### src/rtl/led_bank_arbiter.sv
// rtl/led_bank_arbiter.sv - round-robin owner arbitration and timed display sequencing for the LED bank
module led_bank_arbiter #(
  parameter int NUM_REQ   = 4,
  parameter int LED_WIDTH = 6,
  parameter int HOLD_BITS = 24
) (
  input  logic                           clk,
  input  logic                           rst,
  input  logic [NUM_REQ-1:0]             req,
  input  logic [NUM_REQ*LED_WIDTH-1:0]   pattern,
  input  logic [HOLD_BITS-1:0]           hold_cycles,
  input  logic [LED_WIDTH-1:0]           idle_pattern,
  output logic [LED_WIDTH-1:0]           led,
  output logic [NUM_REQ-1:0]             grant,
  output logic                           busy,
  output logic                           done
);

  localparam int IDX_W = (NUM_REQ > 1) ? $clog2(NUM_REQ) : 1;

  typedef enum logic [1:0] {
    IDLE    = 2'd0,
    SHOW    = 2'd1,
    RELEASE = 2'd2
  } state_t;

  state_t               state;
  logic [HOLD_BITS-1:0] cnt;
  logic [IDX_W-1:0]     last;
  logic [IDX_W-1:0]     win;
  logic [IDX_W-1:0]     cand;
  logic [LED_WIDTH-1:0] win_pattern;
  logic [HOLD_BITS-1:0] hold_load;

  // Round-robin pick: walk from the farthest candidate back to last+1 so the
  // nearest requesting index after the previous winner is the one that sticks.
  always_comb begin
    win  = last;
    cand = '0;
    for (int k = NUM_REQ; k >= 1; k--) begin
      cand = IDX_W'((int'(last) + k) % NUM_REQ);
      if (req[cand]) begin
        win = cand;
      end
    end
  end

  // Winner's pattern slice and effective hold (a zero hold behaves like one cycle).
  always_comb begin
    win_pattern = '0;
    for (int i = 0; i < NUM_REQ; i++) begin
      if (win == IDX_W'(i)) begin
        win_pattern = pattern[i*LED_WIDTH +: LED_WIDTH];
      end
    end
    hold_load = (hold_cycles == '0) ? '0 : hold_cycles - HOLD_BITS'(1);
  end

  // Sequencer: grant on any request in IDLE, hold for the sampled period,
  // then one RELEASE cycle (done pulse already issued) before re-arbitrating.
  always_ff @(posedge clk or posedge rst) begin
    if (rst) begin
      state <= IDLE;
      cnt   <= '0;
      last  <= IDX_W'(NUM_REQ - 1);
      led   <= '0;
      grant <= '0;
      busy  <= 1'b0;
      done  <= 1'b0;
    end else begin
      case (state)
        IDLE: begin
          if (|req) begin
            state <= SHOW;
            grant <= NUM_REQ'(1) << win;
            led   <= win_pattern;
            cnt   <= hold_load;
            last  <= win;
            busy  <= 1'b1;
          end else begin
            led <= idle_pattern;
          end
        end
        SHOW: begin
          if (cnt == '0) begin
            state <= RELEASE;
            grant <= '0;
            done  <= 1'b1;
            led   <= idle_pattern;
          end else begin
            cnt <= cnt - HOLD_BITS'(1);
          end
        end
        RELEASE: begin
          state <= IDLE;
          done  <= 1'b0;
          busy  <= 1'b0;
          led   <= idle_pattern;
        end
        default: begin
          state <= IDLE;
          grant <= '0;
          done  <= 1'b0;
          busy  <= 1'b0;
          led   <= idle_pattern;
        end
      endcase
    end
  end

endmodule

### config.mk
export PLATFORM = sky130hd
export DESIGN_NAME = led_bank_arbiter
export DESIGN_NICKNAME = d
export VERILOG_FILES = /design/src/rtl/led_bank_arbiter.sv
export SDC_FILE = /design/constraint.sdc
export NUM_CORES = 1
export LEC_CHECK = 0
export ABC_AREA = 1
export ABC_CLOCK_PERIOD_IN_PS = 1700
export BUFFER_PORTS_ARGS = -buffer_cell sky130_fd_sc_hd__buf_2
export CORE_ASPECT_RATIO = 2
export CORE_MARGIN = 2
export CORE_UTILIZATION = 45
export CTS_BUF_LIST = sky130_fd_sc_hd__clkbuf_8
export CTS_CLUSTER_DIAMETER = 120
export DETAILED_ROUTE_END_ITERATION = 8
export HOLD_SLACK_MARGIN = 0.1
export PLACE_DENSITY = 0.71
export SLEW_MARGIN = 20
export SYNTH_ARGS = -nofsm -noshare
export SYNTH_HDL_FRONTEND = slang
export SYNTH_SLANG_ARGS = --single-unit
### constraint.sdc
create_clock -name clk -period 1.7 [get_ports clk]
set_input_delay 0.34 -clock clk [delete_from_list [all_inputs] [get_ports clk]]
set_output_delay 0.34 -clock clk [all_outputs]
set_load 0.02 [all_outputs]
Word-level counts from Yosys, hierarchy flattened
Index checks and enable logic that the tools add are counted.
Word-level totals
  input port bits: 60
  bits in registers: 40
  logic and storage cells: 74
  output and inout port bits: 12
Operators by class
  multiplexer cells: 33
  reductions and logical operators: 12
  equal/unequal tests: 8
  order comparisons: 4
  $add $sub $neg: 6
  bitwise logic cells: 3
  shift-type cells: 1
Operator list (count)
  $mux 24: 3
  $logic_not 24->1: 2
  $pmux 24 s2: 1
  $sub 24x1->24 const B: 2
  $mux 6: 6
  $lt 2x3->1 const B: 4
  $mux 2: 6
  $pmux 4 s3: 1
  $pmux 6 s2: 1
  $bmux 1 s2: 4
  $mux 4: 2
  $reduce_and 2->1: 4
  $eq 2x2->1 const B: 3
  $mux 1: 6
  $ne 2x2->1 const B: 3
  $reduce_and 3->1: 2
  $add 2x1->2 const B: 2
  $add 2x2->2 const B: 2
  $eq 2x1->1 const B: 2
  $logic_not 2->1: 2
  $pmux 1 s2: 2
  $pmux 2 s2: 1
  $reduce_or 4->1: 1
  $shl 1x2->4 const A: 1
  2 further kinds: 4

Longest topological paths before layout
Gate-level depths: netlist of run 1.
  depth in word-level cells: 14
  gate-level depth with buffers: 16
  depth with buffers taken out: 15

Least setup slack after synthesis of run 1
No wires, ideal clock.
  kind: reg-to-reg
  from: reg last[0]
  to: reg led[5]
  setup slack: -0.059 ns
  path buffers: 1
  clock period less this slack: 1.759 ns
  library setup time: 0.116 ns
  data arrival time: 1.642 ns
  data required time: 1.584 ns
  cell stages (with the launch flop): 16
  path through: dfstp_2 buf_6 inv_4 nand2_2 nand2_2 or2_0 nand2_1 nand2_1 nand2_2 nand2_4 nor2_2 nand2_1 nand2_1 nand2_1 nand2_1 nand2_1
On the way
  word-level cells in the longest chain between the ends: 14
  elaborated cells between the ends (all ways): 26
Ends and longest elaborated chain
  start: declaration: line 29  | logic [IDX_W-1:0] last;
  start signal: assignment: line 65  | last <= IDX_W'(NUM_REQ - 1);
  start signal: assignment: line 78  | last <= win;
  $add 2x1->2: line 41  | cand = IDX_W'((int'(last) + k) % NUM_REQ);
  $bmux 1 s2: line 42  | if (req[cand]) begin
  $mux 1 (implied by the code): line 42
  $mux 2 (3 in series): line 42
  $mux 2 (*): line 42
  $logic_not 2->1: line 52  | if (win == IDX_W'(i)) begin
  $mux 6 (3 in series): line 52
  $mux 6 (*): line 52
  $mux 6 (*): line 73  | if (|req) begin
  $pmux 6 s2 (*): line 71  | case (state)
  end signal: assignment: line 76  | led <= win_pattern;
  end signal: assignment: line 81  | led <= idle_pattern;
  end signal: assignment: line 89  | led <= idle_pattern;
  end: declaration: line 13  | output logic [LED_WIDTH-1:0] led,
Every way passes the cells marked *; elsewhere a longest branch is shown, timed or not. The select of a mux whose other input is x is not followed.
A chain may end at the register's enable or synchronous reset.

Worst setup path after layout of run 1
  from: reg last[1]
  to: reg led[4]
The elaborated chain is that of the path after synthesis.

==> results of run 1 <==
per-stage QoR:
step	utilization [%]	instances	setup WS [ns]	cell area (um2)	setup TNS (ns)
after global routing	69.48	773	-0.3944	4972	-4.740
final	69.48	773	-0.3188	4972	-2.283
after detailed placement	60.33	748	-0.2052	4318	-3.095
after global placement	60.33	748	-0.1664	4318	-2.223
after CTS	64.70	764	-0.1739	4631	-1.221
after floorplan	-	516	-0.05523	3277	-0.2684
final timing paths:
path | startpoint | endpoint | slack (ns) | depth (start not counted)
max in group asynchronous | rst | last[1] | 0.76 | 4
min in group asynchronous | rst | cnt[12] | 0.60 | 4
min reg2reg | busy | busy | 0.49 | 2
min | idle_pattern[3] | led[3] | 0.34 | 4
max | last[1] | led[4] | -0.32 | 13
max reg2reg | last[1] | led[4] | -0.32 | 13
kinds of logic (layout without fill, tap and decap cells):
logic type | after synthesis | after routing | synth area share, %
AOI/OAI and AO/OA | 101 | 101 | 17.18
adders and majority gates | 4 | 4 | 1.531
and+or+nand+nor | 280 | 283 | 37.73
buffers and inverters | 80 | 242 | 9.912
xor gates and xnor gates | 11 | 11 | 2.947
DFF | 40 | 40 | 30.69
worst max-delay path, delay by kind of cell (launching register included):
kind	cells	cell delay, ns
buf+inv	1	0.08
flops	1	0.55
simple gates	12	1.28
placed cells by master, fill, tap and decap left out, types with 24 or more instances in the layout:
cell type / n
nand2_1: 107
buf_4: 81
buf_2: 71
nor2_1: 61
inv_1: 56
dfrtp_1: 38
o21ai_0: 35
nand3_1: 24
registers in the layout, indices dropped and copies added, names as in the netlist:
register and cells:
busy 1, grant 4, led 6, cnt 24, last 2, done 1
state 2
per-layer routing:
layer | track usage [%] | share of wire [%] | vias up
li1 | - | - | 2012
met1 | 31.83 | 40 | 1869
met2 | 43.87 | 53 | 123
met3 | 2.800 | 3.9 | 35
met4 | 9.262 | 3.4 | 0
met5 | 0 | 0 | -
power by group through the flow:
stage	Clock, W	Combinational (W)	Sequential (W)
2_1_floorplan	0	0.000144	0.000970
3_3_place_gp	0	0.000301	0.000970
3_5_place_dp	0	0.000304	0.000970
4_1_cts	0.000867	0.000326	0.000951
5_1_grt	0.000898	0.000402	0.000951
6_report	0.000861	0.000367	0.000951
area by class of cell:
| type | count | area (um2) | share of cell area [%] |
|---|---|---|---|
| Clock inverter | 2 | 38.79 | 0.7801 |
| Multi-Input combinational cell | 399 | 2327 | 46.80 |
| Tap cell | 92 | 115.1 | 2.315 |
| Inverter | 69 | 279.0 | 5.611 |
| Timing Repair Buffer | 165 | 1126 | 22.65 |
| Sequential cell | 40 | 1003 | 20.18 |
| Clock buffer | 6 | 82.58 | 1.661 |
what timing repair did:
item | in CTS | in global routing
pin swaps | 21 | 40
setup endpoints to repair | 36 | 35
setup buffers | 4 | 9
gates cloned | 3 | 0
hold endpoints to repair | 15 | 0
resized for setup | 47 | 82
hold buffers | 1 | 0
==> results_dict.tcl, run 1 <==
set metrics [dict create \
    violations "negative setup slack" \
    synth_top_area_share_pct 29.09 \
    crit_top_cell "nand2_1" \
    fp-row-count 44 \
    clock_power_share_pct 39.5 \
    hold_ws_ns 0.3416 \
    cp_slowest_stage_delay_ns 0.55 \
    grt_max_degree 27 \
    cts_buffers 5 \
    grt_pass1_vias 3664 \
    cts_root_buf "clkbuf_8" \
    status "complete, but fails checks" \
    synth_area_leader_cell "dfrtp_1" \
    drt-vias-per-instance 5.225 \
    place_hpwl_mm 7.487 \
    syn_area_um2 3269 \
    drt-total-wl_mm 10.92 \
    path_max_fanout 5 \
    drc 0 \
    p_sw_share_pct 26.67 \
    ys_warn_count 0 \
    critPathArrivalTime_ns 2.23 \
    synth_cell_types 40 \
    rsz0062_at_grt "true" \
    ir_drop_mv 0.5898 \
    skew_ns 0.01217 \
    ys_seq_area_share_pct 30.69 \
    antennaDiodeCount 0 \
    netlist_instances 516 \
    drt-pass1-iter-count 5 \
    maxCapViolCount 0 \
    detail-route-antenna-nets 0 \
    synth_nets 580 \
    die_area_um2 8004 \
    grt_remaining_overflow 0 \
    die-width_um 64.27 \
    ctsLongestPathBuffers 2 \
    core_um2 7157 \
    fmax_ghz 0.4953 \
    cts_sinks 40 \
    nets 744 \
    slowest_stage "dfstp_2" \
    hp-class "in2reg" \
    path_cells "inv_1 -> nand2_1 -> nand2_2 -> nand2_2 -> nand2_2 -> nor2_4 -> nor2_8 -> nand3_4 -> nor2_2 -> nor2_1 -> nand2_1 -> nand2_1 -> nand2_1" \
    async_reset_ff_share_pct 100.0 \
    wl_per_cell_um 14.13 \
    fillerInstances 607 \
    synth_flop_cell "dfrtp_1" \
    p_leak_nw 2.451 \
    drt-initial-drc-count 248 \
    vias 4039 \
    combPwrFrac_pct 16.8 \
    drive_gt1_share_pct 39.50 \
    tightest_slew_ns 0.3514 \
    p_switching_w 0.0005810 \
    num_io_pins 72 \
    clock_latency_ns 0.31 \
    timing.final.max_slew_violations 0 \
    grt_first_pass_wirelength_mm 16.18 \
    crit_type "reg2reg" \
    finalCriticalPeriod_ns 2.019 \
    routabilityCongestion 0.9194 \
    dieHeight_um 124.5 \
    cts_tree "yes" \
    areaGrowthSynthToFinish_pct 52.09 \
    io_buffers 71 \
    fin_ws_ns -0.3188 \
    relSlewSlack_pct 76.55 \
    startpoint_type "register" \
    end_kind "register" \
    synth_edf_count 0 \
    synth-seq-cells 40 \
    period_share_pct 118.8 \
    synthTopCellsByCount "129 x nand2_1, 81 x nor2_1, 63 x inv_1" \
    yosys-top-cells-area "dfrtp_1 29%, nand2_1 15%, nor2_1 9.3%, o21ai_0 7.8%, inv_1 7.2%" \
    yosysMostFrequentCell "nand2_1" \
    p_seq_share_pct 43.6 \
    htree_levels 2 \
    cp.required_ns 1.91 \
    totalPowerFinal_w 0.002179 \
    start_util_pct 45.68 \
    power_density_nw_per_um2 438.1 \
    hold_viol 0 \
    grt_use_total_pct 25.34 \
    p_int_w 0.001598 \
    syn_avg_cell_area_um2 6.336 \
    finalSetupViolCount 13 \
    clkSlewWorstSetupHoldPaths_ns 0.09 \
    antenna_found_initial 0 \
]
No activity file was read; power rests on OpenSTA's default activity.
==> run 2, diff against run 1 <==
--- a/config.mk
+++ b/config.mk
@@ -9,7 +9,6 @@
 export ABC_CLOCK_PERIOD_IN_PS = 1700
 export BUFFER_PORTS_ARGS = -buffer_cell sky130_fd_sc_hd__buf_2
 export CORE_ASPECT_RATIO = 2
-export CORE_MARGIN = 2
 export CORE_UTILIZATION = 45
 export CTS_BUF_LIST = sky130_fd_sc_hd__clkbuf_8
 export CTS_CLUSTER_DIAMETER = 120
@@ -20,3 +19,4 @@
 export SYNTH_ARGS = -nofsm -noshare
 export SYNTH_HDL_FRONTEND = slang
 export SYNTH_SLANG_ARGS = --single-unit
+export TNS_END_PERCENT = 30
==> run 2 against run 1 <==
Net effect: the flow still finishes with violations (negative setup slack); die area shrank 4.7%; combinational power decreased by 5.4%; final cell count decreased by 1.6%; cell area shrank 4.5%; clock skew rose by 0.0024 ns; clock-buffer cell count down 1; largest cell class unchanged.
==> results_dict.tcl, run 2 (synthesis results as in run 1) <==
set metrics [dict create \
    status "complete, but fails checks" \
    violations "negative setup slack" \
    fin_ws_ns -0.2692 \
    r2r_slack_ns -0.27 \
    hold_path_end "led[3]" \
    die-width_um 62.27 \
    antenna_found_initial 0 \
    critPathArrivalTime_ns 2.21 \
    detail-route-antenna-nets 0 \
    hold_viol 0 \
    relSlewSlack_pct 78.04 \
    finish.utilization_pct 67.92 \
    cts_tree "yes" \
    start_util_pct 46.74 \
    cts_root_buf "clkbuf_8" \
    hp-class "in2reg" \
    top_regs "cnt (24), led (6), grant (4)" \
    dp.cells 735 \
    place_ws_ns -0.2702 \
    wl_per_cell_um 13.90 \
    reg2reg_to "last[1]" \
    period_share_pct 115.8 \
    grt_pass1_vias 3896 \
    r2r_start "last[0]" \
    layout_common_cells "112 x nand2_1, 74 x buf_4, 72 x nor2_1" \
    whs_path_depth 4 \
    drt-total-wl_mm 10.58 \
    drt-pass1-iter-count 5 \
    stdcell_count 761 \
    routabilityCongestion 0.8425 \
    cp_slowest_stage_delay_ns 0.62 \
    grt_use_total_pct 27.45 \
    reg2regPathDepth 11 \
    vias 4037 \
    finalSetupViolCount 13 \
    io_buffers 71 \
    crit_top_cell "nand2_1" \
    cts_sinks 40 \
    grt_first_pass_wirelength_mm 16.40 \
    timing.final.max_slew_violations 0 \
    hp-start "idle_pattern[3]" \
    nets 735 \
    cp.required_ns 1.94 \
    clock_latency_ns 0.31 \
    drc 0 \
    skew_ns 0.01457 \
    end_kind "register" \
    fp-row-count 43 \
    areaGrowthSynthToFinish_pct 45.31 \
    clkSlewWorstSetupHoldPaths_ns 0.07 \
    place_hpwl_mm 7.975 \
    power_density_nw_per_um2 402.0 \
    crit_buf_inv 3 \
    grt_max_degree 41 \
    drt-initial-drc-count 160 \
    crit_family "simple AND/OR/NAND/NOR gates" \
    stdcell_area_um2 4751 \
    top_register "cnt" \
    dieHeight_um 122.5 \
    finalCriticalPeriod_ns 1.969 \
    grt_remaining_overflow 0 \
    ir_drop_mv 0.3310 \
    drt-vias-per-instance 5.305 \
    drive_gt1_share_pct 35.47 \
    p_leak_nw 2.354 \
    slowest_stage "dfstp_2" \
    antennaDiodeCount 0 \
    maxCapViolCount 0 \
    crit_type "reg2reg" \
    ctsLongestPathBuffers 2 \
    num_io_pins 72 \
    cts_buffers 5 \
    placed_cell_area_um2 4233 \
    final_common_cell "nand2_1" \
    core_um2 6994 \
    die_area_um2 7631 \
    startpoint_type "register" \
    largest_reg_flops 24 \
    path_cells "nand2_1 -> o21ai_1 -> nand2_1 -> nand2_2 -> nor2_4 -> nor2_8 -> inv_8 -> buf_6 -> buf_4 -> nand2_1 -> o21a_1" \
    tightest_slew_ns 0.3264 \
    fmax_ghz 0.5078 \
    cp-startpoint "last[0]" \
    rsz0062_at_grt "true" \
    htree_levels 2 \
    path_max_fanout 7 \
]
run 2: changes by cell type in the layout (fill, tap and decap cells not counted), moves of 3 or more:
cell     change
buf_4        -7
inv_1        +3
nor2_1      +11
nor2_2       -3
nand2_1      +5
nor2_4       -9
run 2: report_power, final:
group / leakage, nW / total, W / switching (W) / internal, W
combinational: 1.87 / 0.000347 / 0.000190 / 0.000157
sequential: 0.443 / 0.000951 / 0 / 0.000951
clock: 0.0452 / 0.000611 / 0.000338 / 0.000273
total: 2.35 / 0.00191 / 0.000528 / 0.00138
run 2: repair_timing:
action,CTS,global route
setup endpoints to repair,36,36
gates cloned,1,1
buffers inserted,7,9
endpoints found under the hold margin,38,0
pin swaps,8,20
hold buffers,1,0
resized for setup,31,64
run 2: tightest hold or removal path: cells and delay by family:
| family | cells | cell delay, ns |
|---|---|---|
| and+or+nand+nor | 1 | 0.05 |
| buffers and inverters | 2 | 0.11 |
| AOI/OAI and AO/OA | 1 | 0.11 |
run 2: worst max-delay path by stage:
stage                          to  slack [ns]  cells past startpoint
after global placement     led[1]       -0.19                     15
after CTS                  led[1]       -0.20                     12
after detailed placement   led[1]       -0.27                     14
final                     last[1]       -0.27                     11
after floorplan            led[5]       -0.06                     15
after global routing       led[0]       -0.38                     12
run 2: cell type report:
cell class,count,area [um2]
Tap cell,90,112.6
Multi-Input combinational cell,398,2212
Fill cell,612,2243
Inverter,69,274.0
Clock inverter,2,8.758
Timing Repair Buffer,157,1071
Clock buffer,5,68.82
Sequential cell,40,1003
run 2: per-stage QoR:
stage               power (W)  setup TNS, ns  hold slack (ns)
global placement     0.001263         -1.686           0.4083
global route         0.002000         -4.783           0.3424
floorplan            0.001113        -0.2077           0.5044
finish               0.001910         -2.631           0.3313
detailed placement   0.001270         -3.288           0.4138
CTS                  0.001901         -1.481           0.3271
run 2: routing by layer:
metal	track usage, %	share of wire, %
met5	0	0
met4	19.91	6.1
met3	3.439	3.5
met2	55.49	56
met1	24.04	34
==> run 3, diff against run 2 <==
--- a/config.mk
+++ b/config.mk
@@ -9,12 +9,12 @@
 export ABC_CLOCK_PERIOD_IN_PS = 1700
 export BUFFER_PORTS_ARGS = -buffer_cell sky130_fd_sc_hd__buf_2
 export CORE_ASPECT_RATIO = 2
-export CORE_UTILIZATION = 45
+export CORE_UTILIZATION = 50
 export CTS_BUF_LIST = sky130_fd_sc_hd__clkbuf_8
 export CTS_CLUSTER_DIAMETER = 120
 export DETAILED_ROUTE_END_ITERATION = 8
 export HOLD_SLACK_MARGIN = 0.1
-export PLACE_DENSITY = 0.71
+export PLACE_DENSITY = 0.77
 export SLEW_MARGIN = 20
 export SYNTH_ARGS = -nofsm -noshare
 export SYNTH_HDL_FRONTEND = slang
==> run 3 against run 2 <==
Net effect: the flow still finishes with violations (negative setup slack); highest routed layer unchanged; wire length rose by 10%; via count rose by 3.7%; critical path depth rose by 1; critical path type unchanged; sequential power barely moved; sequential cell count did not move; fmax fell by 5.0%.
==> results_dict.tcl, run 3 (synthesis results as in run 1) <==
set metrics [dict create \
    status "complete, but fails checks" \
    violations "negative setup slack" \
    wl_per_cell_um 15.21 \
    layout_common_cells "103 x nand2_1, 77 x buf_4, 71 x buf_2" \
    maxCapViolCount 0 \
    clkSlewWorstSetupHoldPaths_ns 0.08 \
    nets 744 \
    crit_type "reg2reg" \
    top_register "cnt" \
    antenna_found_initial 0 \
    drive_gt1_share_pct 40.68 \
    tightest_slew_ns 0.5389 \
    drt-pass1-iter-count 5 \
    crit_top_cell "nand2_2" \
    timing.final.max_slew_violations 0 \
    hp-class "in2async" \
    grt_first_pass_wirelength_mm 16.91 \
    drt-initial-drc-count 272 \
    p_leak_nw 2.439 \
    cts_buffers 5 \
    io_buffers 71 \
    finalCriticalPeriod_ns 2.074 \
    cts_tree "yes" \
    skew_ns 0.003139 \
    tns_ns -3.480 \
    antennaDiodeCount 0 \
    totalPowerFinal_w 0.002086 \
    power_density_nw_per_um2 415.2 \
    end_kind "register" \
    routabilityCongestion 0.9161 \
    hold_viol 0 \
    period_share_pct 122.0 \
    startpoint_type "register" \
    rsz0062_at_grt "true" \
    stdcell_count 767 \
    grt_use_total_pct 32.43 \
    grt_remaining_overflow 0 \
    fin_ws_ns -0.3735 \
    crit_buf_inv 1 \
    slowest_stage "dfstp_2" \
    cp_slowest_stage_delay_ns 0.61 \
    areaGrowthSynthToFinish_pct 53.69 \
    cts_root_buf "clkbuf_8" \
    die_area_um2 6886 \
    core_um2 6310 \
    ctsLongestPathBuffers 2 \
    critPathArrivalTime_ns 2.27 \
    final_common_cell "nand2_1" \
    finish.utilization_pct 79.64 \
    largest_reg_flops 24 \
    detail-route-antenna-nets 0 \
    finalSetupViolCount 19 \
    fp-row-count 41 \
    cp.required_ns 1.90 \
    grt_pass1_vias 3931 \
    num_io_pins 72 \
    grt_max_degree 41 \
    place_hpwl_mm 7.767 \
    hold_ws_ns 0.1556 \
    drt-total-wl_mm 11.67 \
    fillerInstances 449 \
    dieHeight_um 116.4 \
    fmax_ghz 0.4823 \
    start_util_pct 51.81 \
    ir_drop_mv 0.3174 \
    clock_latency_ns 0.31 \
    path_cells "o21ai_0 -> or2_0 -> nand2_2 -> nand2_2 -> nand2_4 -> nand2_8 -> inv_8 -> nor2_4 -> nand2_2 -> nand3_2 -> nand2_1 -> nand2_1" \
    crit_family "simple AND/OR/NAND/NOR gates" \
    top_regs "cnt (24), led (6), grant (4)" \
    path_max_fanout 7 \
    dp.cells 743 \
    die-width_um 59.18 \
    vias 4187 \
    relSlewSlack_pct 64.07 \
    htree_levels 2 \
    drc 0 \
    drt-vias-per-instance 5.459 \
    cts_sinks 40 \
]
==> run 3: final timing paths <==
| check | startpoint | to | slack [ns] | cells after the start |
|---|---|---|---|---|
| worst min-delay path | rst | cnt[4] | 0.16 | 3 |
| max in group asynchronous | rst | cnt[5] | 1.15 | 3 |
| min in group clk | idle_pattern[0] | led[0] | 0.33 | 4 |
| worst min register to register | done | done | 0.49 | 2 |
| worst max-delay path | last[0] | led[2] | -0.37 | 12 |
| worst max register to register | last[0] | led[2] | -0.37 | 12 |
==> run 3: routing by layer <==
layer	wire [um]	vias to the layer above	global-route usage, %
met5	0	-	0
met1	3953	1945	30.37
met4	579	0	18.25
met3	482	49	4.097
met2	6650	182	63.52
li1	-	2011	-
==> run 3: report_power, final <==
part           switching [W]  total (W)  leakage, nW  internal (W)
combinational       0.000198   0.000347         1.94      0.000149
clock               0.000359   0.000789       0.0593      0.000430
sequential                 0   0.000951        0.441      0.000951
total               0.000557    0.00209         2.44       0.00153
==> run 3: stage by stage <==
| step | instance area [um2] | setup WS, ns |
|---|---|---|
| after floorplan | 3277 | -0.05544 |
| after global placement | 4305 | -0.1513 |
| after detailed placement | 4305 | -0.2609 |
| after CTS | 4621 | -0.2055 |
| after global routing | 5025 | -0.4366 |
| final | 5025 | -0.3735 |
==> run 3: repair_timing <==
item / 4_1_cts / 5_1_grt
gates cloned: 1 / 3
hold buffers: 0 / 0
resized for setup: 37 / 112
pin swaps: 10 / 39
setup buffers: 8 / 4
endpoints found under the setup margin: 35 / 37
==> run 3: final cells by class <==
class | instances | area [um2] | share of cell area [%]
clock inverter | 3 | 38.79 | 0.7719
inverter | 69 | 279.0 | 5.553
clock buffer | 5 | 68.82 | 1.370
timing repair buffer | 165 | 1159 | 23.06
sequential | 40 | 1006 | 20.02
timing repair inverter | 1 | 6.256 | 0.1245
multi-input combinational | 398 | 2360 | 46.96
tap | 86 | 107.6 | 2.141
==> run 3: worst register-to-register path, delay by kind of cell, from the launching register on <==
family	cells	cell delay, ns
simple gates	10	1.10
flops	1	0.61
compound gates	1	0.17
buf+inv	1	0.09
